### src/rtl/barrett_reduce_pipe.sv
// barrett_reduce_pipe
//   Three-stage pipelined Barrett reducer: dout = din mod Q for any 2K-bit din.
//   Accepts one operand per clock. Each operand carries a sideband tag that is
//   returned with its result. A stall freezes all three stages together.
// Ports
//   clk, rst_n            clock (rising edge), asynchronous active-low reset
//   in_valid/in_ready     input handshake for din/in_tag
//   din [2K-1:0]          operand
//   in_tag [TAG_W-1:0]    sideband tag
//   out_valid/out_ready   output handshake for dout/out_tag
//   dout [K-1:0]          din mod Q
//   out_tag [TAG_W-1:0]   tag of the operand that produced dout
//   busy                  any stage holds a valid operand
module barrett_reduce_pipe #(
    parameter int unsigned Q     = 2351,
    parameter int unsigned K     = 12,
    parameter int unsigned TAG_W = 4
) (
    input  logic             clk,
    input  logic             rst_n,
    input  logic             in_valid,
    output logic             in_ready,
    input  logic [2*K-1:0]   din,
    input  logic [TAG_W-1:0] in_tag,
    output logic             out_valid,
    input  logic             out_ready,
    output logic [K-1:0]     dout,
    output logic [TAG_W-1:0] out_tag,
    output logic             busy
);

    // 2^(K-1) < Q < 2^K bounds MU below 2^(K+1), so K+1 bits hold it exactly.
    localparam logic [K:0]   MU  = (K+1)'((64'd1 << (2*K)) / 64'(Q));
    localparam logic [K+1:0] Q1R = (K+2)'(Q);
    localparam logic [K+1:0] Q2R = (K+2)'(2*Q);

    // Stage 1
    logic             s1_v_q, s1_v_d;
    logic [2*K-1:0]   x1_q, x1_d;
    logic [K:0]       q1_q, q1_d;
    logic [TAG_W-1:0] tag1_q, tag1_d;
    // Stage 2
    logic             s2_v_q, s2_v_d;
    logic [2*K-1:0]   x2_q, x2_d;
    logic [K:0]       t2_q, t2_d;
    logic [TAG_W-1:0] tag2_q, tag2_d;
    // Stage 3 (output register)
    logic             s3_v_q, s3_v_d;
    logic [K-1:0]     dout_q, dout_d;
    logic [TAG_W-1:0] tag3_q, tag3_d;

    logic             stall;
    logic [2*K+1:0]   q2;
    logic [2*K:0]     tq;
    logic [2*K:0]     diff;
    logic [K+1:0]     r;
    logic [K+1:0]     red;
    logic             unused_bits;

    assign stall     = s3_v_q && !out_ready;
    assign in_ready  = !stall;
    assign out_valid = s3_v_q;
    assign dout      = dout_q;
    assign out_tag   = tag3_q;
    assign busy      = s1_v_q || s2_v_q || s3_v_q;

    // Full-width arithmetic; only the final remainder is taken mod 2^(K+2),
    // which is exact because the true remainder is below 3Q < 2^(K+2).
    always_comb begin
        q2   = (2*K+2)'(q1_q) * (2*K+2)'(MU);
        tq   = (2*K+1)'(t2_q) * (2*K+1)'(Q);
        diff = (2*K+1)'(x2_q) - tq;
        r    = diff[K+1:0];
        if (r >= Q2R) begin
            red = r - Q2R;
        end else if (r >= Q1R) begin
            red = r - Q1R;
        end else begin
            red = r;
        end
    end

    // Low product bits drop out of the shifts; high bits of red/diff are zero.
    assign unused_bits = ^{q2[K:0], diff[2*K:K+2], red[K+1:K]};

    always_comb begin
        s1_v_d = s1_v_q;  x1_d = x1_q;  q1_d = q1_q;  tag1_d = tag1_q;
        s2_v_d = s2_v_q;  x2_d = x2_q;  t2_d = t2_q;  tag2_d = tag2_q;
        s3_v_d = s3_v_q;  dout_d = dout_q;  tag3_d = tag3_q;
        if (!stall) begin
            // in_ready is 1 here, so in_valid alone marks an accept.
            s1_v_d = in_valid;
            x1_d   = din;
            q1_d   = din[2*K-1:K-1];
            tag1_d = in_tag;
            s2_v_d = s1_v_q;
            x2_d   = x1_q;
            t2_d   = q2[2*K+1:K+1];
            tag2_d = tag1_q;
            s3_v_d = s2_v_q;
            dout_d = red[K-1:0];
            tag3_d = tag2_q;
        end
    end

    always_ff @(posedge clk or negedge rst_n) begin
        if (!rst_n) begin
            s1_v_q <= 1'b0;  x1_q <= '0;  q1_q <= '0;  tag1_q <= '0;
            s2_v_q <= 1'b0;  x2_q <= '0;  t2_q <= '0;  tag2_q <= '0;
            s3_v_q <= 1'b0;  dout_q <= '0;  tag3_q <= '0;
        end else begin
            s1_v_q <= s1_v_d;  x1_q <= x1_d;  q1_q <= q1_d;  tag1_q <= tag1_d;
            s2_v_q <= s2_v_d;  x2_q <= x2_d;  t2_q <= t2_d;  tag2_q <= tag2_d;
            s3_v_q <= s3_v_d;  dout_q <= dout_d;  tag3_q <= tag3_d;
        end
    end

endmodule

### config.mk
export PLATFORM = sky130hd
export DESIGN_NAME = barrett_reduce_pipe
export DESIGN_NICKNAME = d
export VERILOG_FILES = /design/src/rtl/barrett_reduce_pipe.sv
export SDC_FILE = /design/constraint.sdc
export NUM_CORES = 1
export LEC_CHECK = 0
export CAP_MARGIN = 10
export CORE_ASPECT_RATIO = 0.6
export CORE_MARGIN = 2
export CORE_UTILIZATION = 54
export DETAILED_ROUTE_END_ITERATION = 12
export GPL_TIMING_DRIVEN = 0
export PLACE_DENSITY_LB_ADDON = 0.3
export SETUP_SLACK_MARGIN = 0.4
export SYNTH_ARGS = -nofsm -noshare
export SYNTH_HDL_FRONTEND = slang
export SYNTH_SLANG_ARGS = --single-unit
### constraint.sdc
create_clock -name clk -period 13.1 [get_ports clk]
set_clock_uncertainty 0.2 [all_clocks]
set_input_delay 2.62 -clock clk [delete_from_list [all_inputs] [get_ports clk]]
set_output_delay 2.62 -clock clk [all_outputs]
set_load 0.1 [all_outputs]
* Word level (Yosys, flattened, before mapping) *
Cells that the tools add are included.
Widths: inputs -> output; s select.

word-level totals
  word-level logic and storage cells = 25
  bits of input ports = 32
  bits in registers = 81
  output and inout bits = 19

cells by class
  multipliers = 2
  mux-type cells = 2
  $lt $le $gt $ge = 2
  add/sub/neg operators = 3
  reduce and logical (&&, ||, !) cells = 5

operators by type and width
  operator                count
  $mux 12                 2
  $mul 13x8->21 const B   1
  $ge 14x12->1 const B    1
  $ge 14x13->1 const B    1
  $mul 13x12->14 const B  1
  $sub 14x14->14          1
  $sub 12x10->12 const B  1
  $sub 12x12->12 const B  1
  $logic_not 1->1         2
  $logic_or 1x1->1        2
  $logic_and 1x1->1       1

* Logic depth before layout (Yosys ltp) *
Gate-level depths: netlist of run 1.

  word-level depth = 5
  mapped depth = 21
  mapped depth without buffers = 20

* Worst setup path after synthesis of run 1 *
No wires, ideal clock.

  kind = input to output
  from = input port out_ready
  to = output port in_ready
  data arrival time = 4.085 ns
  path buffers = 3
  path slack = 6.195 ns
  required time = 10.280 ns
  cell stages on the path = 5
  cell sequence = nor2b_1 > clkbuf_1 > inv_1 > clkbuf_8 > clkbuf_1

between the ends
  longest elaborated chain between the ends = 3

RTL lines
  item                RTL line  source
  start: declaration  26        input logic out_ready,
  $logic_not 1->1     60        assign stall = s3_v_q && !out_ready;
  $logic_and 1x1->1   60
  $logic_not 1->1     --
  end: declaration    22        output logic in_ready,

No other way between the ends.

* Worst setup path after layout of run 1 *
Ends and elaborated chain as after synthesis.

==> key figures, run 1 <==
CTS
  • CTS tree: yes
  • Clock latency on the worst-skew pair: between 300 and 400 ps
  • Root buffer cell: clkbuf_16
  • H-tree levels: 3
  • CTS Buffer Depth: 2
  • # resized after CTS: 0
  • Post-CTS Hold Buffers: 0
  • # clock sinks: 78
  • TritonCTS Buffers: 9
  • CTS clk-pin slew, worst paths: roughly 60 ps
  • Post-CTS Setup Repair Bufs: 0

Outcome
  • Status: finished, final reports clean

Timing
  • Setup Viol. Count Final: 0
  • Worst slew pin tran: a little under 1000 ps
  • Worst hold slack: ~270 ps
  • Max-slew violations: 0
  • RSZ-0062 raised after global routing: false
  • Final period util: 0.644
  • Slew headroom: 0.344
  • Hold Violations, Final: 0
  • F_max: 119 MHz
  • Setup TNS: 0 ps
  • Fin crit period: 8430 ps

Critical path
  • Crit Path Class: input port to output port
  • CP max FO: 10
  • Worst setup EP type: output port
  • Worst Path Arrival: between 5000 and 6000 ps
  • Worst Path Required: just over 10000 ps
  • Worst Setup Start Kind: input port

Logic synthesis
  • Syn_nets: 1100
  • Main synth FF type: dfrtp_1
  • FF+latch count, synth: slightly below 80
  • Synth Cell Area: just over 8000 um^2
  • Post-synth EDFFs: 0
  • Yosys cell types: 69
  • Asr flop ratio synth: 1.00
  • Ys Warns: 0
  • Avg Cell Area, Syn: around 9.6 um^2
  • Sequential share of the synthesized area: 0.235
  • Post-Synthesis Cells: between 800 and 900
  • Synth area leaders: dfrtp_1 (24%), fa_1 (23%), ha_1 (16%)
  • Yosys top cell area share: 0.235
  • Largest area contributor in the netlist: dfrtp_1

Global route
  • Antenna violations before repair: 0
  • Grt met2 use: 0.347
  • First-pass GRT wire length: between 30 and 40 mm
  • Gr usage total: 0.255
  • Total congestion overflow: 0
  • Top Usage Layer GRT: met1
  • Vias in the first global route: about 6000
  • Grt met1 use: 0.417
  • Maximum number of pins on one net before global-route repair: between 60 and 70
  • M3 GR Usage: 0.0579

Floorplanning
  • Io pins: ~50
  • Core Region: ~15000 um^2
  • DIE HEIGHT: 100 um
  • FP Rows: 35
  • Initial core utilization: 0.546
  • Die width: 164 um
  • Die footprint: roughly 16000 um^2

Finish
  • Commonest non-fill, non-tap cell in the layout: inv_1
  • Final core occ: 0.621
  • NumNets Final: ~1200
  • Share of layout cells above drive strength 1: 0.0472
  • Area growth syn-to-layout: 13.8%
  • Antenna fix cells: 0
  • Most frequent cells in the layout: inv_1 (168), nand2_1 (143), ha_1 (109)

Drt
  • 1st-iter DRT viols: approximately 480
  • TritonRoute pass-1 iters: 5
  • Final ANT Viol Nets: 0
  • Vias per cell: between 5 and 6
  • Routed WL: between 15 and 20 mm
  • DR DRC count: 0
  • Overall via count from detail_route: ~6100
  • Routed WL per cell: ~17 um

Placed design
  • Dpl hpwl: 15.1 mm
  • PortBufs: 50
  • Global placement routability congestion: just under 0.9

Flow run
  • Max cap viols: 0

Min path
  • HP Class: flop to flop
==> registers in the layout (all words and copies together), names as in the netlist, 4 cells and up <==
register  count
tag1_q        4
x2_q         14
q1_q         11
dout         12
t2_q         13
x1_q         13
out_tag       4
tag2_q        4
==> cells in the mapped netlist (3+ instances only) <==
cell type / count
o22ai_1: 3
nand3_1: 3
fa_1: 94
a21o_1: 3
o211ai_1: 5
and3_1: 5
nor2b_1: 4
a31oi_1: 5
nor4b_1: 3
nor2_1: 22
a21oi_1: 22
o41ai_1: 3
o2111ai_1: 3
o31ai_1: 5
o21ai_0: 41
inv_1: 168
ha_1: 109
xnor2_1: 27
nor3_1: 6
dfrtp_1: 78
o21a_1: 7
buf_6: 3
and2_1: 3
or3_1: 3
clkbuf_1: 16
nand2b_1: 3
xor2_1: 17
o21ai_1: 3
a211oi_1: 5
o32ai_1: 3
nand2_1: 143
==> final timing paths <==
path	slack, ps	end	start	cells after the start
setup reg to reg	6510	dout[5]$_DFFE_PN0N_	t2_q[5]$_DFFE_PN0N_	19
hold reg to reg	270	tag1_q[3]$_DFFE_PN0N_	tag1_q[3]$_DFFE_PN0N_	2
setup / recovery	4670	in_ready	out_ready	7
max in group asynchronous	10180	x1_q[4]$_DFFE_PN0N_	rst_n	2
min in group asynchronous	1920	q1_q[10]$_DFFE_PN0N_	rst_n	1
hold / removal	270	tag1_q[3]$_DFFE_PN0N_	tag1_q[3]$_DFFE_PN0N_	2
==> kinds of logic after synthesis <==
logic type,count (synthesis),synth area share
AO/OA/AOI/OAI,129,0.105
XOR/XNOR,47,0.0539
buffers and inverters,189,0.0907
AND/OR/NAND/NOR,215,0.118
adder cells (fa/ha/maj),203,0.391
flip-flops,78,0.235
multiplexers,4,0.00558
==> routing by layer <==
layer / wire, um / up-vias
met5: 0 / -
met4: 219 / 0
met3: 1300 / 29
met2: 7660 / 190
met1: 10000 / 2956
li1: - / 2901
==> stage by stage <==
stage / instance area (um^2) / setup slack [ps] / std cells
2_1_floorplan: 8290 / 6190 / 865
3_3_place_gp: 9050 / 4770 / 1118
3_5_place_dp: 9070 / 4720 / 1119
4_1_cts: 9430 / 4690 / 1135
5_1_grt: 9430 / 4580 / 1135
6_report: 9430 / 4670 / 1135
==> critical path: stages <==
cell and delay, ps:
clkdlybuf4s50_1 460, nor2b_1 40, clkbuf_1 260, inv_1 180, clkbuf_8 190, clkbuf_1 570, clkdlybuf4s50_1 1280
==> cell type report <==
type / instances / area, um^2
flip-flops and latches: 78 / 1950
clock inverters: 6 / 134
clock buffers: 10 / 229
plain buffers: 21 / 121
fillers: 1233 / 5760
multi-input cells: 598 / 5590
repair buffers: 51 / 526
inverters: 168 / 631
well taps: 203 / 254
Power of run 1 is not shown: default switching activity piles up to over one toggle a cycle in this logic, so the estimate is an artifact.
==> run 2, diff against run 1 <==
==> constraint.sdc (replaced) <==
create_clock -name clk -period 7.25 [get_ports clk]
set_clock_uncertainty 0.2 [all_clocks]
set_input_delay 1.45 -clock clk [delete_from_list [all_inputs] [get_ports clk]]
set_output_delay 1.45 -clock clk [all_outputs]
set_load 0.1 [all_outputs]
==> key figures, run 2 (synthesis results as in run 1) <==
Outcome
  • Status: finished, final reports clean

Critical path
  • R2R depth: 19
  • R2r startpoint: t2_q[5]$_DFFE_PN0N_
  • Worst setup EP type: flop
  • Crit Path Class: flop to flop
  • Reg2Reg Capture Point: dout[5]$_DFFE_PN0N_
  • Worst Setup Start Kind: flop
  • CP max FO: 8
  • Worst Path Arrival: 6620 ps
  • Worst Path Required: 7250 ps
  • Setup crit end: dout[5]$_DFFE_PN0N_
  • Worst Setup SP: t2_q[5]$_DFFE_PN0N_
  • R2R setup slack: between 600 and 700 ps

Drt
  • Routed WL per cell: between 15 and 20 um
  • 1st-iter DRT viols: 431
  • Routed WL: roughly 19 mm
  • Vias per cell: 5.32
  • TritonRoute pass-1 iters: 5
  • Final ANT Viol Nets: 0
  • DR DRC count: 0
  • Overall via count from detail_route: 6040

Floorplanning
  • Initial core utilization: 0.546
  • DIE HEIGHT: around 100 um
  • Io pins: between 50 and 60
  • FP Rows: 35
  • Die footprint: between 15000 and 20000 um^2
  • Core Region: around 15000 um^2
  • Die width: approximately 160 um

Placed design
  • Dpl hpwl: between 15 and 20 mm
  • Global placement routability congestion: approximately 0.9
  • PortBufs: 50

CTS
  • Clock latency on the worst-skew pair: 340 ps
  • CTS clk-pin slew, worst paths: around 60 ps
  • Post-CTS Hold Buffers: 0
  • CTS Buffer Depth: 2
  • CTS tree: yes
  • Post-CTS Setup Repair Bufs: 0
  • TritonCTS Buffers: 9
  • H-tree levels: 3
  • # resized after CTS: 0
  • Root buffer cell: clkbuf_16
  • # clock sinks: just under 80

Finish
  • Biggest regs: x2_q x14, t2_q x13, x1_q x13
  • Share of layout cells above drive strength 1: 0.0483
  • Antenna fix cells: 0
  • Max reg flops: 14
  • Most frequent cells in the layout: inv_1 (168), nand2_1 (143), ha_1 (109)
  • NumNets Final: 1162
  • Largest reg by FF count: x2_q
  • Area growth syn-to-layout: 13.9%
  • Final core occ: 0.621
  • Commonest non-fill, non-tap cell in the layout: inv_1

Global route
  • First-pass GRT wire length: 32.0 mm
  • Antenna violations before repair: 0
  • Gr usage total: 0.255
  • Total congestion overflow: 0
  • Vias in the first global route: ~6000
  • Maximum number of pins on one net before global-route repair: 68

Timing
  • F_max: between 150 and 200 MHz
  • RSZ-0062 raised after global routing: false
  • Max-slew violations: 0
  • Worst slew pin tran: 980 ps
  • Final period util: 0.913
  • Hold Violations, Final: 0
  • Fin crit period: ~6600 ps
  • Setup Viol. Count Final: 0
  • Slew headroom: 0.344
  • Setup TNS: 0 ps

Min path
  • HP Class: flop to flop

Flow run
  • Max cap viols: 0
[run 2: cell counts in the layout (fill, tap and decap cells not counted)]
Identical to the previous run, type by type.
[run 2: how the worst min path moves through the flow]
stage,from,endpoint,depth (start not counted)
detailed placement,tag2_q[0]$_DFFE_PN0N_,tag2_q[0]$_DFFE_PN0N_,2
finish,tag1_q[3]$_DFFE_PN0N_,tag1_q[3]$_DFFE_PN0N_,2
global placement,tag2_q[0]$_DFFE_PN0N_,tag2_q[0]$_DFFE_PN0N_,2
global route,tag1_q[3]$_DFFE_PN0N_,tag1_q[3]$_DFFE_PN0N_,2
CTS,x1_q[0]$_DFFE_PN0N_,x1_q[0]$_DFFE_PN0N_,2
floorplan,tag1_q[0]$_DFFE_PN0N_,tag1_q[0]$_DFFE_PN0N_,2
[run 2: routing by layer]
metal  GRT usage  part of all wire
met1       0.417              0.52
met2       0.347              0.40
met3      0.0579             0.069
met4      0.0405            0.0092
met5           0                 0
[run 2: worst max-delay path, stage by stage, from the launching register on]
cell	delay (ps)
dfrtp_1	460
inv_1	160
fa_1	550
inv_1	50
fa_1	540
fa_1	440
ha_1	310
fa_1	530
inv_1	50
ha_1	400
a21o_1	220
a221oi_1	340
o21ai_0	240
xor2_1	290
o211a_1	190
a2111o_1	490
o21ai_0	470
mux2i_1	290
xnor2_1	150
o21ai_0	110
[run 2: per-stage QoR]
stage / worst slack [ps] / area (um^2) / cells / hold WS, ps
detailed placement: 754 / 9070 / 1119 / 256
global route: 400 / 9440 / 1135 / 302
floorplan: 1250 / 8290 / 865 / 239
global placement: 783 / 9050 / 1118 / 249
CTS: 740 / 9430 / 1135 / 274
finish: 632 / 9440 / 1135 / 274
[run 2: cell type report]
class	instances	area (um^2)
sequential	78	1950
timing repair buffer	51	526
clock inverter	6	134
inverter	168	631
buffer	21	121
tap	203	254
fill	1230	5750
multi-input combinational	598	5600
clock buffer	10	229
Power of run 2 is left out for the same reason.
